===== src/rtl/led_sequencer.sv =====
// Per-channel LED colour sequencer: synchronised, debounced push buttons and a
// shared auto-step prescaler advance colour codes with wrap or ping-pong ordering.
module led_sequencer #(
    parameter int unsigned CHANNELS = 4,
    parameter int unsigned COLOUR_W = 3,
    parameter int unsigned DEBOUNCE = 4,
    parameter int unsigned DIV_W    = 16
) (
    input  logic                         clk,
    input  logic                         rst,
    input  logic [CHANNELS-1:0]          button,
    input  logic [1:0]                   mode,
    input  logic                         dir,
    input  logic [DIV_W-1:0]             period,
    output logic [CHANNELS*COLOUR_W-1:0] colour,
    output logic [CHANNELS-1:0]          wrap
);

    localparam int unsigned         CNT_W   = (DEBOUNCE > 1) ? $clog2(DEBOUNCE) : 1;
    localparam logic [CNT_W-1:0]    DB_LAST = CNT_W'(DEBOUNCE - 1);
    localparam logic [COLOUR_W-1:0] C_ONE   = COLOUR_W'(1);
    localparam logic [COLOUR_W-1:0] C_TWO   = COLOUR_W'(2);
    localparam logic [COLOUR_W-1:0] C_MAX   = COLOUR_W'((1 << COLOUR_W) - 2);
    localparam logic [COLOUR_W-1:0] C_ZERO  = '0;
    localparam logic [COLOUR_W-1:0] C_ILL   = '1;

    typedef enum logic [1:0] {
        MODE_MANUAL   = 2'b00,
        MODE_AUTO     = 2'b01,
        MODE_HOLD     = 2'b10,
        MODE_PINGPONG = 2'b11
    } mode_e;

    mode_e                        mode_c;
    logic [CHANNELS-1:0]          sync_q1;
    logic [CHANNELS-1:0]          sync_q2;
    logic [CHANNELS-1:0]          level_q;
    logic [CNT_W-1:0]             db_cnt_q [CHANNELS];
    logic [CHANNELS-1:0]          flip_c;
    logic [CHANNELS-1:0]          press_c;
    logic [CHANNELS-1:0]          step_c;
    logic [DIV_W-1:0]             presc_q;
    logic                         tick_c;
    logic                         pingpong_c;
    logic                         entering_c;
    logic                         pp_prev_q;
    logic [CHANNELS-1:0]          pp_up_q;
    logic [CHANNELS-1:0]          pp_up_d;
    logic [CHANNELS-1:0]          wrap_d;
    logic [CHANNELS*COLOUR_W-1:0] colour_d;
    logic [COLOUR_W-1:0]          cur_c;
    logic [COLOUR_W-1:0]          nxt_c;
    logic                         wr_c;
    logic                         up_c;

    assign mode_c     = mode_e'(mode);
    assign pingpong_c = (mode_c == MODE_PINGPONG);
    assign entering_c = pingpong_c && !pp_prev_q;

    // Two-flop synchroniser for the raw buttons
    always_ff @(posedge clk or negedge rst) begin
        if (!rst) begin
            sync_q1 <= '0;
            sync_q2 <= '0;
        end else begin
            sync_q1 <= button;
            sync_q2 <= sync_q1;
        end
    end

    // Accepted level flips on the edge where the mismatch run reaches DEBOUNCE
    always_comb begin
        flip_c = '0;
        for (int i = 0; i < int'(CHANNELS); i++) begin
            flip_c[i] = (sync_q2[i] != level_q[i]) && (db_cnt_q[i] == DB_LAST);
        end
    end

    assign press_c = flip_c & sync_q2;

    always_ff @(posedge clk or negedge rst) begin
        if (!rst) begin
            level_q <= '0;
            for (int i = 0; i < int'(CHANNELS); i++) begin
                db_cnt_q[i] <= '0;
            end
        end else begin
            for (int i = 0; i < int'(CHANNELS); i++) begin
                if (sync_q2[i] == level_q[i]) begin
                    db_cnt_q[i] <= '0;
                end else if (flip_c[i]) begin
                    db_cnt_q[i] <= '0;
                    level_q[i]  <= sync_q2[i];
                end else begin
                    db_cnt_q[i] <= db_cnt_q[i] + CNT_W'(1);
                end
            end
        end
    end

    // Shared prescaler; a shrunken period wraps on the very next edge
    assign tick_c = (period != '0) && (presc_q >= period - DIV_W'(1));

    always_ff @(posedge clk or negedge rst) begin
        if (!rst) begin
            presc_q <= '0;
        end else if (period == '0 || tick_c) begin
            presc_q <= '0;
        end else begin
            presc_q <= presc_q + DIV_W'(1);
        end
    end

    // Step source per mode; a press coinciding with a tick is one step
    always_comb begin
        step_c = '0;
        case (mode_c)
            MODE_MANUAL:              step_c = press_c;
            MODE_AUTO, MODE_PINGPONG: step_c = press_c | {CHANNELS{tick_c}};
            MODE_HOLD:                step_c = '0;
            default:                  step_c = '0;
        endcase
    end

    // Next colour, wrap pulse and ping-pong direction per channel
    always_comb begin
        colour_d = colour;
        wrap_d   = '0;
        pp_up_d  = pp_up_q;
        cur_c    = '0;
        nxt_c    = '0;
        wr_c     = 1'b0;
        up_c     = 1'b1;
        for (int i = 0; i < int'(CHANNELS); i++) begin
            cur_c = colour[i*COLOUR_W +: COLOUR_W];
            nxt_c = cur_c;
            wr_c  = 1'b0;
            up_c  = entering_c ? dir : pp_up_q[i];
            if (step_c[i]) begin
                if (cur_c == C_ZERO || cur_c == C_ILL) begin
                    nxt_c = (pingpong_c ? up_c : dir) ? C_ONE : C_MAX;
                end else if (pingpong_c) begin
                    if (up_c && cur_c == C_MAX) begin
                        nxt_c = C_MAX - C_ONE;
                        up_c  = 1'b0;
                    end else if (!up_c && cur_c == C_ONE) begin
                        nxt_c = C_TWO;
                        up_c  = 1'b1;
                    end else begin
                        nxt_c = up_c ? cur_c + C_ONE : cur_c - C_ONE;
                    end
                end else if (dir) begin
                    wr_c  = (cur_c == C_MAX);
                    nxt_c = wr_c ? C_ONE : cur_c + C_ONE;
                end else begin
                    wr_c  = (cur_c == C_ONE);
                    nxt_c = wr_c ? C_MAX : cur_c - C_ONE;
                end
            end
            if (pingpong_c) begin
                pp_up_d[i] = up_c;
            end
            colour_d[i*COLOUR_W +: COLOUR_W] = nxt_c;
            wrap_d[i] = wr_c;
        end
    end

    always_ff @(posedge clk or negedge rst) begin
        if (!rst) begin
            colour    <= '0;
            wrap      <= '0;
            pp_up_q   <= '1;
            pp_prev_q <= 1'b0;
        end else begin
            colour    <= colour_d;
            wrap      <= wrap_d;
            pp_up_q   <= pp_up_d;
            pp_prev_q <= pingpong_c;
        end
    end

endmodule


===== config.mk =====
export PLATFORM = sky130hd
export DESIGN_NAME = led_sequencer
export DESIGN_NICKNAME = d
export VERILOG_FILES = /design/src/rtl/led_sequencer.sv
export SDC_FILE = /design/constraint.sdc
export NUM_CORES = 1
export LEC_CHECK = 0
export ABC_AREA = 1
export BUFFER_PORTS_ARGS = -buffer_cell sky130_fd_sc_hd__buf_2
export CORE_UTILIZATION = 54
export DETAILED_ROUTE_END_ITERATION = 12
export HOLD_SLACK_MARGIN = 0.06
export MAX_ROUTING_LAYER = met4
export PLACE_DENSITY = 0.88
export RECOVER_POWER = 50
export SLEW_MARGIN = 20
export SYNTH_ARGS = -nofsm -noshare
export SYNTH_HDL_FRONTEND = slang
export SYNTH_SLANG_ARGS = --single-unit

===== constraint.sdc =====
create_clock -name clk -period 1.6 [get_ports clk]
set_input_delay 0.08 -clock clk [delete_from_list [all_inputs] [get_ports clk]]
set_output_delay 0.08 -clock clk [all_outputs]
set_load 0.05 [all_outputs]

-- Yosys cells after proc, flatten, opt, wreduce, memory -nomap -nowiden
Cells that the tools add are included.
- equal/unequal tests: 27
- multipliers: 0
- reduce and logical (&&, ||, !) cells: 36
- shift operators: 0
- bitwise logic cells: 6
- add/sub/neg operators: 14
- divide/modulo/power cells: 0
- magnitude comparators: 1
- muxes and demuxes: 86
- operators by type and width (cell ; number):
    3-bit 2-to-1 mux ; 36
    1-bit 2-to-1 mux ; 40
    3-bit equality test (second input constant) ; 8
    16-bit by 1-bit adder with 16-bit output (second input constant) ; 1
    16-bit >= comparator ; 1
    16-bit zero test ; 1
    16-bit 2-to-1 mux ; 1
    2-bit 2-to-1 mux ; 8
    16-bit nonzero test ; 1
    16-bit by 1-bit subtractor with 16-bit output (second input constant) ; 1
    1-bit logical AND ; 14
    3-bit by 1-bit adder with 3-bit output (second input constant) ; 4
    2-bit equality test (second input constant) ; 6
    3-bit by 1-bit equality test with 1-bit output (second input constant) ; 4
    3-bit zero test ; 4
    4-bit one-hot mux with 3 select lines ; 1
    3-bit by 1-bit subtractor with 3-bit output (second input constant) ; 4
    2-bit by 1-bit adder with 2-bit output (second input constant) ; 4
    2-bit AND reduction ; 4
    1-bit zero test ; 5
    1-bit logical OR ; 5
    4-bit bitwise AND ; 1
    1-bit equality test ; 4
    1-bit != test ; 4
    other kinds (5) ; 8
- bits in read-only memories: 0
- flip-flop bits (word level): 57
- memories: 0
- bits in latches: 0
- input bits: 25
- logic and storage cells: 188
- output and inout bits: 16
- memory bits (writable): 0

-- Depth between registers and ports, before layout
Gate-level depths: netlist (run 1).
- word-level depth: 9
- depth in mapped cells: 21

-- Least setup slack after synthesis (run 1)
OpenSTA, ideal clock, no wires.
- path type: input to register
- start point: input port period[0]
- end point: register colour[4]
- library setup time: 0.125 ns
- data required time: 1.475 ns
- stages on the path: 18
- data arrival time: 2.170 ns
- path slack: -0.695 ns
- path through: inv_1 > ha_1 > nand2_2 > nor2_4 > nand2_4 > nor3_1 > xor2_1 > inv_1 > ha_1 > nand2_1 > nor3_1 > nand2_1 > nand2_1 > nand3_2 > nand2_1 > inv_1 > nand2_1 > nand3_1
- longest elaborated chain between the ends: 5
- elaborated cells between the ends (all ways): 6
- those cells by class: add/sub (1); order compare (1); mux (1); bitwise (1); reduce/logical (2)
- RTL lines (element ; RTL line ; RTL):
    start, declared ; 14 ; input logic [DIV_W-1:0] period,
    16-bit by 1-bit subtractor with 16-bit output ; 102 ; assign tick_c = (period != '0) && (presc_q >= period - DIV_W'(1));
    16-bit >= comparator ; 102 ;
    1-bit logical AND * ; 102 ;
    4-bit OR * ; 119 ; MODE_AUTO, MODE_PINGPONG: step_c = press_c | {CHANNELS{tick_c}};
    4-bit one-hot mux with 3 select lines * ; 117 ; case (mode_c)
    end signal, assigned ; 175 ; colour <= colour_d;
    end, declared ; 15 ; output logic [CHANNELS*COLOUR_W-1:0] colour,
Every way passes the cells marked *; elsewhere a longest branch is shown, timed or not.
A chain may end at the register's enable or synchronous reset.

-- Worst setup path in the final report (run 1)
- start point: input port period[6]
- end point: register pp_up_q[3]
- longest elaborated chain between the ends: 6
- elaborated cells between the ends (all ways): 7
- those cells by class: add/sub (1); order compare (1); mux (2); bitwise (1); reduce/logical (2)
- RTL lines (element ; RTL line ; RTL):
    16-bit by 1-bit subtractor with 16-bit output ; 102 ;
    16-bit >= comparator ; 102 ;
    1-bit logical AND * ; 102 ;
    4-bit OR * ; 119 ;
    4-bit one-hot mux with 3 select lines * ; 117 ;
    1-bit 2-to-1 mux * ; 139 ; if (step_c[i]) begin
    end signal, assigned ; 177 ; pp_up_q <= pp_up_d;
    end, declared ; 47 ; logic [CHANNELS-1:0] pp_up_q;
Marks and branches as above.

==> results of run 1 <==
==> power by group through the flow <==
stage	Combinational (mW)	Sequential, mW	Clock [mW]
floorplan	2.50	2.71	0
global placement	3.92	2.26	0
detailed placement	4.12	2.29	0
CTS	4.34	2.27	1.26
global route	5.14	2.35	1.32
finish	4.71	2.30	1.26
==> through the flow <==
| stage | instances | hold slack (ns) | utilization |
|---|---|---|---|
| 3_5_place_dp | 767 | 0.0887 | 0.682 |
| 5_1_grt | 797 | 0.282 | 0.769 |
| 2_1_floorplan | 570 | -0.216 | - |
| 3_3_place_gp | 767 | 0.0881 | 0.682 |
| 6_report | 797 | 0.245 | 0.769 |
| 4_1_cts | 792 | 0.212 | 0.745 |
==> logic make-up after synthesis <==
logic type,share of synthesized area
adders and majority gates,0.114
and+or+nand+nor,0.298
buffers and inverters,0.0898
DFF,0.342
AOI/OAI and AO/OA,0.0955
xor gates and xnor gates,0.0607
==> worst max path at each step <==
stage               from         end  slack (ns)  cells after the start
6_report       period[6]  pp_up_q[3]       -0.91                     21
5_1_grt        period[6]  pp_up_q[3]       -1.01                     21
4_1_cts        period[1]  pp_up_q[2]       -0.62                     22
3_5_place_dp   period[1]  pp_up_q[1]       -1.08                     22
3_3_place_gp   period[5]   colour[4]       -0.88                     20
2_1_floorplan  period[5]  pp_up_q[2]       -0.58                     20
==> repair_timing <==
action                                  CTS  global route
pin swaps                                 9            23
endpoints found under the setup margin   36            36
cloned                                    1             0
hold endpoints to repair                 23             0
hold buffers                              5             0
gates resized for setup                  42            38
buffers inserted                          3             5
==> critical path, stage by stage <==
cell and delay [ns]:
buf_6 0.11, nor2_4 0.13, inv_2 0.07, nor4_4 0.28, nand3_2 0.13, nor2_2 0.14
nand2_1 0.09, xor2_1 0.16, ha_1 0.31, buf_4 0.15, nand2_1 0.13, nor2_1 0.08
a21oi_2 0.21, nand2_2 0.10, nand3_4 0.09, buf_6 0.12, buf_16 0.10, nand3_1 0.08
nand2_2 0.09, nand2_2 0.06, nand2_2 0.07
==> final cells by class <==
type,count,area [sq um]
clock buffers,9,124
clock inverters,7,53.8
fillers,446,1710
inverters,85,330
multi-input cells,419,2690
flip-flops and latches,57,1430
well taps,99,124
repair buffers,121,908
==> metal layers <==
metal,up-vias,wire length (um)
met4,0,777
li1,2076,-
met3,93,1000
met1,2096,4790
met2,315,6840
met5,-,0
==> sequential cells by signal, summed over array words and instances (netlist names) <==
register / cells
db_cnt_q: 8
pp_prev_q: 1
sync_q1: 4
wrap: 4
sync_q2: 4
colour: 12
presc_q: 16
level_q: 4
pp_up_q: 4
==> layout by cell type (no fill, tap or decap), drive strengths merged, types with 3 or more instances in the layout <==
cell	instances
nand3	37
dfstp	4
nor3	16
nand2	148
nor2	63
o21ai	40
nand4	9
clkinvlp	4
dlygate4sd3	5
ha	38
nor3b	3
xor2	13
o211ai	7
dfrtp	53
clkbuf	9
a21oi	15
inv	86
buf	116
xnor2	16
==> impl_metrics.yaml, run 1 <==
route:
  wire_per_inst_um: 16.8
  dr.pass1.iters: 5
  dr.first_iter.drc_count: 359
  drt_wl_total_mm: 13.4
  drc_errors: 0
  avgViaCountPerCell: 5.75
  num_vias: 4580
  ant_nets: 0
worst_setup_path:
  arrival_ns: 2.80
  crit_type: "input pin to flop"
  r2r_end: "pp_up_q[3]"
  rrSetupSlack_ns: -0.59
  timing.rr.start: "presc_q[6]"
  worstRegToRegCells: 16
  cp_max_fo: 5
  crit_required_ns: 1.90
  start_kind: "input pin"
  cp-end-kind: "flop"
synth:
  ys_seq_elements: 57
  avgSynthCellArea_sq_um: 7.34
  yosys.area.top_type_share: 0.317
  ys.flop_type: "dfrtp_1"
  synth_async_sr_flop_share: 1.00
  synthTopCellsByArea: "dfrtp_1, nand2_1, ha_1"
  ys_warn_count: 0
  synth_edf_count: 0
  ys_seq_area_frac: 0.342
  synth.distinct_cells: 38
  syn_area_sq_um: 4180
  syn_nets: 633
  synth.most_common_cell: "nand2_1"
  synth_largest_area_cell: "dfrtp_1"
  netlist_top_cells_count: "nand2_1, inv_1, nor2_1"
  syn_inst: 570
finish:
  diodes: 0
  final_cell_area_sq_um: 5660
  layout.nets: 756
  drive_gt1_frac: 0.308
  synthToLayoutAreaGrowth_pct: 35.5
grt:
  busiest_layer: "met2"
  overflow: 0
  grt_use_met2: 0.542
  use_met1: 0.317
  grt_pass1_vias: 4505
  grt_max_degree: 30
  grt_pass1_wl_mm: 19.6
  grt_use_met3: 0.0643
  grt_antenna_before_repair: 0
  grt_usage: 0.309
power_and_ir_drop:
  clkPwrFrac: 0.152
  power.switching_mw: 4.11
  share_comb_of_total_power: 0.570
  power_density_nw_per_um2: 1460
  p_leak_nw: 2.95
  pwr-share-seq: 0.278
  vdd_drop_max_v: 0.000925
  p_total_mw: 8.27
  switching_share: 0.496
  internal_power_mw: 4.17
status:
  violations: "negative setup slack"
  status: "complete, but fails checks"
clock_tree:
  cts_tree: "done"
  clk_latency_ns: 0.36
  cts_sinks: 57
  cts_htree_levels: 3
  clock-root-buffer: "clkbuf_8"
  clockBufferDepth: 2
  cts_buffers: 9
  clk_pin_slew_ns: 0.08
sta:
  max_freq_mhz: 399
  maxSlewHeadroom: 0.635
  tns_ns: -28.02
  fin_crit_sh: 1.57
  slew_viol_final: 0
  finalSetupViolCount: 36
  worst_pin_slew_ns: 0.547
  rsz0062_at_grt: "yes"
  worst_slack_ns: -0.907
  hold_violations: 0
  skew_ns: 0.00907
  fin_crit_ns: 2.51
die:
  design.core.area_sq_um: 7370
  io_pins: 41
  rows: 31
  die-area_sq_um: 8100
  start_util: 0.567
  die_y_um: 90.0
  die_w_um: 90.0
placement:
  port_buffers: 40
  gp_congestion: 0.880
  hpwl_mm: 7.79
  pre_cts_ws_ns: -1.08
  placed_cell_area_sq_um: 5030
run:
  cap_violations: 0
hold_path:
  hp-class: "input pin to async pin"
Power figures use the tool's default switching activity.
==> run 2, diff against run 1 <==
--- a/config.mk
+++ b/config.mk
@@ -7,12 +7,14 @@
 export LEC_CHECK = 0
 export ABC_AREA = 1
 export BUFFER_PORTS_ARGS = -buffer_cell sky130_fd_sc_hd__buf_2
+export CORE_ASPECT_RATIO = 0.5
 export CORE_UTILIZATION = 54
 export DETAILED_ROUTE_END_ITERATION = 12
 export HOLD_SLACK_MARGIN = 0.06
 export MAX_ROUTING_LAYER = met4
 export PLACE_DENSITY = 0.88
 export RECOVER_POWER = 50
+export REMOVE_ABC_BUFFERS = 1
 export SLEW_MARGIN = 20
 export SYNTH_ARGS = -nofsm -noshare
 export SYNTH_HDL_FRONTEND = slang
==> impl_metrics.yaml, run 2 (same netlist as run 1, synthesis figures left out) <==
run:
  cap_violations: 0
worst_setup_path:
  cp-end-kind: "flop"
  crit_required_ns: 1.86
  worstRegToRegCells: 12
  start_kind: "input pin"
  arrival_ns: 2.75
  crit_type: "input pin to flop"
  r2r_end: "presc_q[12]"
  cp_max_fo: 8
  rrSetupSlack_ns: -0.59
  timing.rr.start: "presc_q[0]"
sta:
  tns_ns: -29.67
  rsz0062_at_grt: "yes"
  fin_crit_sh: 1.56
  worst_slack_ns: -0.889
  worst_pin_slew_ns: 0.689
  slew_viol_final: 0
  fin_crit_ns: 2.49
  finalSetupViolCount: 36
  maxSlewHeadroom: 0.540
  skew_ns: 0.00621
  hold_violations: 0
  max_freq_mhz: 402
placement:
  port_buffers: 40
  hpwl_mm: 7.43
  placed_cell_area_sq_um: 4960
  pre_cts_ws_ns: -1.28
  gp_congestion: 0.886
clock_tree:
  clk_pin_slew_ns: 0.05
  clockBufferDepth: 2
  cts_buffers: 9
  cts_sinks: 57
  cts_htree_levels: 3
  clock-root-buffer: "clkbuf_16"
  clk_latency_ns: 0.33
  cts_tree: "done"
power_and_ir_drop:
  vdd_drop_max_v: 0.000737
  power_density_nw_per_um2: 1550
  p_leak_nw: 3.00
finish:
  largest_register_ffs: 16
  layout.cells.most_common: "nand2_1"
  final_cell_area_sq_um: 5860
  n_fill_cell: 446
  largest_registers: "presc_q x16, colour x12, db_cnt_q x8"
  largest_register: "presc_q"
  layout.nets: 761
  layout_common_cells: "nand2_1, inv_1, buf_4, dfrtp_1, nor2_1"
  diodes: 0
  drive_gt1_frac: 0.306
  synthToLayoutAreaGrowth_pct: 40.2
route:
  drt_wl_total_mm: 12.1
  avgViaCountPerCell: 5.43
  num_vias: 4336
  wire_per_inst_um: 15.2
  drc_errors: 0
  dr.first_iter.drc_count: 267
  dr.pass1.iters: 5
  ant_nets: 0
hold_path:
  min_from: "dir"
  whs_path_depth: 3
  holdPathEnd: "wrap[0]"
  hp-class: "input pin to flop"
die:
  die_y_um: 64.2
  die_w_um: 126
  start_util: 0.565
  design.core.area_sq_um: 7400
  rows: 22
  io_pins: 41
  die-area_sq_um: 8120
grt:
  grt_pass1_wl_mm: 18.1
  grt_antenna_before_repair: 0
  grt_pass1_vias: 4272
  grt_usage: 0.292
  grt_max_degree: 37
  overflow: 0
status:
  violations: "negative setup slack"
  status: "complete, but fails checks"
==> run 2: power breakdown <==
part	leakage, nW	internal (mW)	switching, mW
Combinational	2.14	1.78	2.92
Clock	0.145	1.37	0.689
Sequential	0.718	1.88	0.422
==> run 2: what timing repair did <==
| action | 4_1_cts | 5_1_grt |
|---|---|---|
| buffers inserted | 9 | 4 |
| gates cloned | 0 | 1 |
| hold endpoints to repair | 59 | 0 |
| gates resized for setup | 36 | 66 |
| endpoints found under the setup margin | 36 | 36 |
| pin swaps | 15 | 28 |
| hold buffers | 5 | 0 |
==> run 2: area by class of cell <==
| cell class | instances | area, sq um | area share |
|---|---|---|---|
| sequential | 57 | 1430 | 0.244 |
| clock buffer | 10 | 229 | 0.0391 |
| tap | 96 | 120 | 0.0205 |
| multi-input combinational | 419 | 2710 | 0.463 |
| inverter | 85 | 322 | 0.0548 |
| timing repair buffer | 126 | 956 | 0.163 |
| clock inverter | 6 | 91.3 | 0.0156 |
==> run 2: through the flow <==
step / hold WS, ns / instances / total power [mW] / util
2_1_floorplan: -0.216 / 561 / 5.14 / -
3_3_place_gp: -0.0131 / 764 / 6.16 / 0.670
3_5_place_dp: -0.0159 / 764 / 6.36 / 0.670
4_1_cts: 0.182 / 794 / 8.62 / 0.750
5_1_grt: 0.234 / 799 / 9.71 / 0.792
6_report: 0.192 / 799 / 9.06 / 0.792
==> run 2: worst max-delay path, stage by stage <==
cell and delay [ns]:
buf_6 0.10, nor2_4 0.14, nand2_4 0.08, nor4_4 0.36
nand3_2 0.18, nor2_4 0.14, nand2_2 0.06, xor2_1 0.15
ha_1 0.29, nand2_1 0.07, inv_1 0.04, nor2_1 0.11
o21ai_1 0.10, a21oi_2 0.17, nand2_2 0.09, nand3_4 0.12
buf_6 0.15, nand2_8 0.06, nand2_2 0.06, nand2_1 0.05
nand2_1 0.07, nand2_1 0.05
==> run 2: per-layer routing <==
metal	wire length [um]	track usage	vias up
met5	0	-	-
met4	405	0.113	0
met3	543	0.0586	46
met2	6310	0.540	169
met1	4870	0.313	2032
li1	-	-	2089
==> run 2: worst max path at each step <==
| stage | end | slack, ns | start | cells after the start |
|---|---|---|---|---|
| floorplan | colour[4] | -0.90 | period[0] | 18 |
| global placement | colour[4] | -1.01 | period[5] | 19 |
| detailed placement | colour[10] | -1.28 | period[5] | 19 |
| CTS | pp_up_q[2] | -0.77 | period[6] | 22 |
| global route | pp_up_q[3] | -1.01 | period[2] | 20 |
| finish | pp_up_q[2] | -0.89 | period[2] | 22 |
==> run 3, diff against run 2 <==
--- a/config.mk
+++ b/config.mk
@@ -9,10 +9,12 @@
 export BUFFER_PORTS_ARGS = -buffer_cell sky130_fd_sc_hd__buf_2
 export CORE_ASPECT_RATIO = 0.5
 export CORE_UTILIZATION = 54
+export CTS_CLUSTER_SIZE = 20
 export DETAILED_ROUTE_END_ITERATION = 12
+export GPL_ROUTABILITY_DRIVEN = 0
 export HOLD_SLACK_MARGIN = 0.06
 export MAX_ROUTING_LAYER = met4
-export PLACE_DENSITY = 0.88
+export PLACE_DENSITY = 0.77
 export RECOVER_POWER = 50
 export REMOVE_ABC_BUFFERS = 1
 export SLEW_MARGIN = 20
==> impl_metrics.yaml, run 3 (same netlist as run 1, synthesis figures left out) <==
worst_setup_path:
  crit_path_cell_trace: "buf_2, buf_4, nor2_2, nand2_2, nor2_4, nand2_4, buf_4, nor2_4, xor2_1, ha_1, nand2_1, nor2_2, a21oi_2, nand2_2, nand3_4, buf_8, nand2_4, nand2_1, nand2_1, nand2_1, nand2_1"
  setup.worst_path.start: "period[3]"
  timing.rr.start: "presc_q[5]"
  cp-end-kind: "flop"
  cp_slowest_cell: "ha_1"
  cpPeakStageDelay_ns: 0.26
  cp_num_buf_inv: 4
  arrival_ns: 2.43
  cpMostUsedCell: "nand2_1"
  start_kind: "input pin"
  critPathTopFamily: "simple AND/OR/NAND/NOR gates"
  crit_required_ns: 1.86
  cp_max_fo: 8
  crit_type: "input pin to flop"
route:
  num_vias: 4167
  drt_wl_total_mm: 10.1
  dr.first_iter.drc_count: 198
  wire_per_inst_um: 12.6
  dr.pass1.iters: 5
  ant_nets: 0
  avgViaCountPerCell: 5.22
  drc_errors: 0
power_and_ir_drop:
  pwr-share-seq: 0.260
  power_density_nw_per_um2: 1530
  clkPwrFrac: 0.240
  p_leak_nw: 2.99
  switching_share: 0.433
  vdd_drop_max_v: 0.000797
  power.switching_mw: 3.78
  share_comb_of_total_power: 0.500
  internal_power_mw: 4.95
  p_total_mw: 8.73
sta:
  skew_ns: 0.00764
  worst_pin_slew_ns: 0.449
  rsz0062_at_grt: "yes"
  fin_crit_ns: 2.16
  worst_slack_ns: -0.564
  maxSlewHeadroom: 0.701
  max_freq_mhz: 462
  hold_violations: 0
  fin_crit_sh: 1.35
  slew_viol_final: 0
  finalSetupViolCount: 36
die:
  design.core.area_sq_um: 7400
  io_pins: 41
  rows: 22
  die-area_sq_um: 8120
  start_util: 0.565
  die_y_um: 64.2
  die_w_um: 126
grt:
  grt_pass1_vias: 4010
  grt_max_degree: 27
  overflow: 0
  grt_usage: 0.272
  grt_pass1_wl_mm: 16.9
  grt_antenna_before_repair: 0
placement:
  hpwl_mm: 7.10
  dpl.cell_count: 768
  pre_cts_ws_ns: -1.09
  port_buffers: 40
clock_tree:
  clk_latency_ns: 0.33
  cts_tree: "done"
  cts_sinks: 57
  clockBufferDepth: 2
  clk_pin_slew_ns: 0.05
  cts_buffers: 9
  cts_htree_levels: 3
  clock-root-buffer: "clkbuf_16"
finish:
  stdcell_count: 798
  diodes: 0
  synthToLayoutAreaGrowth_pct: 36.7
  layout.nets: 760
  largest_register: "presc_q"
  drive_gt1_frac: 0.278
  layout_common_cells: "nand2_1, inv_1, buf_4, dfrtp_1, nor2_1"
  largest_register_ffs: 16
  layout.cells.most_common: "nand2_1"
  finalCoreUtilization: 0.772
  largest_registers: "presc_q x16, colour x12, db_cnt_q x8"
hold_path:
  min_from: "dir"
  hp-class: "input pin to flop"
status:
  violations: "negative setup slack"
  status: "complete, but fails checks"
run:
  cap_violations: 0
## run 3: cell count changes in the layout (fill, tap and decap cells not counted), sizes merged
cell      delta
clkinv       +1
inv          +1
buf          +3
clkbuf       -5
clkinvlp     -1
## run 3: final cells by class
type / count / area [sq um]
timing repair buffer: 125 / 902
clock buffer: 9 / 225
sequential: 57 / 1430
inverter: 85 / 327
fill: 520 / 1690
clock inverter: 7 / 101
multi-input combinational: 419 / 2610
tap: 96 / 120
## run 3: routing by layer
layer,share of wire,wire (um),GRT usage,up-vias
met5,0,0,-,-
met4,0.016,163,0.0858,0
met3,0.046,461,0.0486,18
met2,0.49,4950,0.481,118
met1,0.45,4490,0.319,1943
li1,-,-,-,2088
## run 3: final timing paths
path | end | slack, ns | depth (start not counted)
worst max-delay path | pp_up_q[2] | -0.56 | 21
worst min-delay path | wrap[0] | 0.20 | 3
worst max register to register | colour[4] | -0.37 | 15
worst min register to register | sync_q2[3] | 0.35 | 0
max in group asynchronous | presc_q[13] | 0.80 | 3
min in group asynchronous | wrap[1] | 0.23 | 2
## run 3: power by group through the flow
| stage | Clock, mW | Combinational (mW) | Sequential [mW] |
|---|---|---|---|
| detailed placement | 0 | 4.10 | 2.27 |
| global route | 2.18 | 4.92 | 2.33 |
| CTS | 2.11 | 4.23 | 2.26 |
| finish | 2.10 | 4.36 | 2.27 |
| global placement | 0 | 3.98 | 2.26 |
| floorplan | 0 | 2.39 | 2.75 |
## run 3: tightest hold or removal path: cells and delay by family
kind / cells / cell delay, ns
compound gates: 1 / 0.18
simple gates: 1 / 0.05
buf+inv: 1 / 0.18
## run 3: what timing repair did
action,in CTS,in global routing
hold buffers,5,0
resized for setup,35,28
endpoints found under the hold margin,45,0
pin swaps,12,16
setup buffers,9,1
setup endpoints to repair,36,36
## run 3: metrics by stage
step	TNS [ns]	hold WS, ns	cell area [sq um]
floorplan	-25.87	-0.216	4130
global placement	-32.81	0.0420	4990
detailed placement	-35.18	0.0418	4990
CTS	-17.30	0.200	5580
global route	-24.17	0.225	5720
finish	-18.14	0.202	5720
